--- src/rtl/vregfile_scalar_reader.sv ---
// Scalar regfile read-port front end: request handshake, 1-cycle RAM latency,
// write-port collision bypass and a 2-entry skid buffer on the response side.
module vregfile_scalar_reader #(
    parameter int WIDTH       = 32,
    parameter int NUMREGS     = 32,
    parameter int LOG2NUMREGS = 5
) (
    input  logic                   clk,
    input  logic                   reset,
    input  logic                   flush,
    input  logic                   req_valid,
    output logic                   req_ready,
    input  logic [LOG2NUMREGS-1:0] req_reg,
    output logic                   rsp_valid,
    input  logic                   rsp_ready,
    output logic [LOG2NUMREGS-1:0] rsp_reg,
    output logic [WIDTH-1:0]       rsp_data,
    output logic [LOG2NUMREGS-1:0] a_reg,
    output logic                   a_en,
    input  logic [WIDTH-1:0]       a_readdataout,
    input  logic [LOG2NUMREGS-1:0] c_reg,
    input  logic [WIDTH-1:0]       c_writedatain,
    input  logic                   c_we
);

    localparam int EW = LOG2NUMREGS + WIDTH;

    // Indices past NUMREGS simply wrap; nothing to build for that case.
    if (NUMREGS > (1 << LOG2NUMREGS)) begin : g_wide_cfg
    end

    logic                   s1_valid;
    logic [LOG2NUMREGS-1:0] s1_reg;
    logic                   s1_zero;
    logic                   s1_hit;
    logic [WIDTH-1:0]       s1_byp;
    logic [WIDTH-1:0]       s1_data;

    logic [EW-1:0]          fifo_q [2];
    logic                   rd_ptr;
    logic                   wr_ptr;
    logic [1:0]             count;

    logic                   accept;
    logic                   pop;
    logic                   fifo_nonempty;
    logic                   push_mem;
    logic [2:0]             credit;
    logic [EW-1:0]          head;

    assign accept = req_valid & req_ready;
    assign a_reg  = req_reg;
    assign a_en   = accept;

    always_comb begin
        s1_data = a_readdataout;
        if (s1_zero) begin
            s1_data = '0;
        end else if (s1_hit) begin
            s1_data = s1_byp;
        end
    end

    assign fifo_nonempty = (count != 2'd0);
    assign rsp_valid     = fifo_nonempty | s1_valid;
    assign head          = fifo_nonempty ? fifo_q[rd_ptr] : {s1_reg, s1_data};
    assign {rsp_reg, rsp_data} = rsp_valid ? head : '0;

    assign pop = rsp_valid & rsp_ready;
    // S1 entry consumed straight through when the buffer is empty
    assign push_mem = s1_valid & ~(~fifo_nonempty & pop);
    assign credit   = {1'b0, count} + {2'b0, s1_valid} - {2'b0, pop};
    assign req_ready = ~reset & (credit < 3'd2);

    always_ff @(posedge clk) begin
        if (reset || flush) begin
            s1_valid <= 1'b0;
            count    <= 2'd0;
            rd_ptr   <= 1'b0;
            wr_ptr   <= 1'b0;
        end else begin
            s1_valid <= accept;
            count    <= credit[1:0];
            if (push_mem) begin
                wr_ptr <= ~wr_ptr;
            end
            if (pop && fifo_nonempty) begin
                rd_ptr <= ~rd_ptr;
            end
        end
    end

    always_ff @(posedge clk) begin
        if (reset) begin
            s1_reg  <= '0;
            s1_zero <= 1'b0;
            s1_hit  <= 1'b0;
            s1_byp  <= '0;
        end else if (accept) begin
            s1_reg  <= req_reg;
            s1_zero <= (req_reg == '0);
            s1_hit  <= c_we && (c_reg != '0) && (c_reg == req_reg);
            s1_byp  <= c_writedatain;
        end
    end

    always_ff @(posedge clk) begin
        if (!reset && !flush && push_mem) begin
            fifo_q[wr_ptr] <= {s1_reg, s1_data};
        end
    end

endmodule

--- config.mk ---
export PLATFORM = sky130hd
export DESIGN_NAME = vregfile_scalar_reader
export DESIGN_NICKNAME = d
export VERILOG_FILES = /design/src/rtl/vregfile_scalar_reader.sv
export SDC_FILE = /design/constraint.sdc
export NUM_CORES = 1
export LEC_CHECK = 0
export BUFFER_PORTS_ARGS = -buffer_cell sky130_fd_sc_hd__buf_2
export CAP_MARGIN = 20
export CORE_MARGIN = 3
export CORE_UTILIZATION = 40
export DETAILED_ROUTE_END_ITERATION = 10
export PLACE_DENSITY = 0.74
export RECOVER_POWER = 100
export SLEW_MARGIN = 25
export SYNTH_ARGS = -nofsm -noshare
export SYNTH_HDL_FRONTEND = slang
export SYNTH_SLANG_ARGS = --single-unit
--- constraint.sdc ---
create_clock -name clk -period 5.7 [get_ports clk]
set_input_delay 1.71 -clock clk [delete_from_list [all_inputs] [get_ports clk]]
set_output_delay 1.71 -clock clk [all_outputs]
set_load 0.02 [all_outputs]
==> key figures <==
Run status
  – Status: finished, violations left
  – Violated checks: max-capacitance violations, max-slew violations

Setup path
  – Critical Path RT: 3.99 ns
  – R2r setup slk: 1.51 ns
  – CP max FO: 4
  – Critical path origin: rsp_ready
  – Reg2Reg Depth: 11
  – CP Class: input pin to output port
  – Crit. End Element: output port
  – Critical path arrival: 3.82 ns
  – Worst R2R Start: s1_valid$_SDFF_PP0_
  – Crit start category: input pin
  – RR Endpoint: s1_byp[11]$_SDFFE_PP0P_

GRT
  – Vias in the first global route: 3924
  – GRT Total Usage: 17.3%
  – Global-route wire length before repair: 19500 um
  – Gr ovfl total: 0
  – Pin count of the biggest net entering global routing: 66
  – Initial antenna violation count: 0

Logic synthesis
  – Syn nets: 544
  – Syn avg cell area: 11.4 um2
  – Largest area contributor in the netlist: edfxtp_1
  – Post-Synth Simple-Gate Area: 10.4%
  – Largest family of logic cells by synthesized area: multiplexers
  – Post-synth ARST share: 0%
  – Sequential share of the synthesized area: 59.5%
  – Count leader, synth: nand2_1
  – Synth top area cells: edfxtp_1 (42%), dfxtp_1 (17%), mux2i_1 (13%)
  – Adder-Cell Fraction of Synth Area: 0.859%
  – Distinct cells, synth: 30
  – EDFF count, synth: 74
  – Xor/xnor share of the synthesized area: 1.17%
  – Synth Area in Compound Gates: 10.1%
  – Number of synthesis warnings: 0
  – Mux cell area share after synthesis: 13.2%
  – Post-Synthesis Cells: 461
  – Main flop type after synthesis: edfxtp_1
  – Yosys top cell area share: 42.4%
  – Post-synth top cells: nand2_1 (77), edfxtp_1 (74), mux2i_1 (69)
  – Synth Register Bits: 119
  – Synthesized area: 5250 um2

Pwr
  – Int Power: 1.82 mW
  – Gate power share: 7.1%
  – Lkg Pwr: 2.23 nW
  – Switching share of power: 21.1%
  – Worst VDD drop: 0.167 mV
  – P_sw: 0.487 mW
  – Clock power frac: 51.9%
  – Sequential power share: 41.0%
  – Design Power: 2.30 mW
  – Pwr Density: 352 nW/um2

Placed design
  – GP Congestion: 0.743
  – HPWL Detailed: 7670 um
  – Port-buffer cells: 124
  – Post-DP Area: 5950 um2
  – Placed Cells: 721

Finish
  – Max reg flops: 74
  – Final #Nets: 652
  – ANT cells: 0
  – Fraction of layout cells with a size suffix above 1: 20.3%
  – Non-Filler Instances: 754
  – Syn-to-layout area delta: 24.6%
  – Post-Layout Inst Area: 6540 um2

STA
  – Fin crit share: 97.0%
  – Final setup viols: 0
  – Post-Route Setup TNS: 0 ns
  – Setup Skew: 0.00624 ns
  – Fmax: 181 MHz
  – Tightest Pin Transition: 1.91 ns
  – Crit path time final: 5.53 ns
  – RSZ-0062 raised after global routing: false
  – Final hold vios: 0
  – Slew margin rel.: -27.6%
  – Final hold slack: 0.454 ns
  – Final Max Slew Viols: 97

CTS
  – CTS H-tree depth: 4
  – CTS clk-pin slew, worst paths: 0.05 ns
  – Clock root cell: clkbuf_16
  – Skew-Pair Late Insertion Delay: 0.41 ns
  – CTS tree: built
  – Clk sinks: 119
  – Clock Tree Buf Depth: 2
  – Inserted Clock Buffers: 17

Floorplan
  – Die Wd: 121 um
  – DIE AREA: 14500 um2
  – Row count: 41
  – Initial core utilization: 41.2%
  – Core area: 12700 um2
  – Die H: 121 um
  – Top-Level Pins: 125

Route
  – Detail Route Antenna Nets: 0
  – Post-Route WL: 12300 um
  – Remaining DRCs: 0
  – DRT Pass-1 Iters: 5
  – Vias: 3886
  – Vias per cell: 5.15
  – Initial DRC count: 205
  – WL per Instance: 16.3 um

Min path
  – Min-delay src: s1_byp[22]$_SDFFE_PP0P_
  – Hold EP: s1_byp[22]$_SDFFE_PP0P_
  – Hold path depth: 2
  – Hold Path Class: flip-flop to flip-flop

Job
  – Max_cap viols: 3
stage by stage:
stage,setup WS (ns),util [%]
after floorplan,0.342,-
after global placement,0.127,46.5
after detailed placement,0.0731,46.7
after CTS,0.0707,52.0
after global routing,0.0579,51.4
final,0.172,51.4
logic make-up (layout without fill, tap and decap cells):
group / Yosys count / after routing
adders and majority gates: 3 / 3
muxes: 69 / 69
buffers and inverters: 48 / 169
DFF: 119 / 119
and+or+nand+nor: 135 / 135
AOI/OAI and AO/OA: 80 / 80
xor gates and xnor gates: 7 / 7
layout make-up:
cell class,count,area (um2)
clock buffers,18,439
clock inverters,14,229
fillers,1188,6180
inverters,7,27.5
multi-input cells,294,1880
flip-flops and latches,119,3130
well taps,172,215
repair buffers,130,617
layer usage:
metal  up-vias  share of wire, %  global-route usage (%)
met5         -                 0                       0
met4         0               1.3                    6.02
met3        13               6.4                    5.47
met2       126                51                    29.5
met1      1857                41                    20.8
li1       1890                 -                       -
power groups by stage:
| stage | combinational [mW] | clock [mW] | sequential (mW) |
|---|---|---|---|
| 4_1_cts | 0.168 | 1.21 | 0.945 |
| 5_1_grt | 0.181 | 1.26 | 0.947 |
| 2_1_floorplan | 0.110 | 0 | 0.957 |
| 3_5_place_dp | 0.167 | 0 | 0.963 |
| 6_report | 0.164 | 1.20 | 0.945 |
| 3_3_place_gp | 0.162 | 0 | 0.963 |
worst max-delay path, cell delays in order:
cell      delay, ns
clkbuf_1       0.10
and2_0         0.16
ha_1           0.28
inv_1          0.04
ha_1           0.19
fa_1           0.51
or4b_1         0.59
clkinv_2       0.08
clkbuf_2       0.16
cells in the final DEF, fill, tap and decap left out, types with 2 or more instances in the layout:
cell	instances
a21oi_1	38
and2_0	2
buf_2	78
bufinv_16	6
clkbuf_1	47
clkbuf_16	17
clkbuf_2	3
clkinv_2	4
clkinvlp_4	4
dfxtp_1	42
dfxtp_4	3
edfxtp_1	74
ha_1	2
inv_1	6
mux2i_1	69
nand2_1	77
nand3_1	6
nor2_1	37
nor3_1	7
o21ai_0	6
o32ai_1	33
xnor2_1	3
xor2_1	4
how the worst max path moves through the flow:
| stage | slack, ns | end | cells past startpoint |
|---|---|---|---|
| 6_report | 0.17 | a_en | 9 |
| 5_1_grt | 0.06 | a_en | 10 |
| 4_1_cts | 0.07 | a_en | 9 |
| 3_5_place_dp | 0.07 | a_en | 9 |
| 3_3_place_gp | 0.13 | a_en | 9 |
| 2_1_floorplan | 0.34 | a_en | 9 |
repair_timing:
action                     CTS  global route
buffers inserted             0             0
setup endpoints to repair    0             1
hold buffers                 0             0
gates resized for setup      0             1
(Power assumes the default switching activity.)
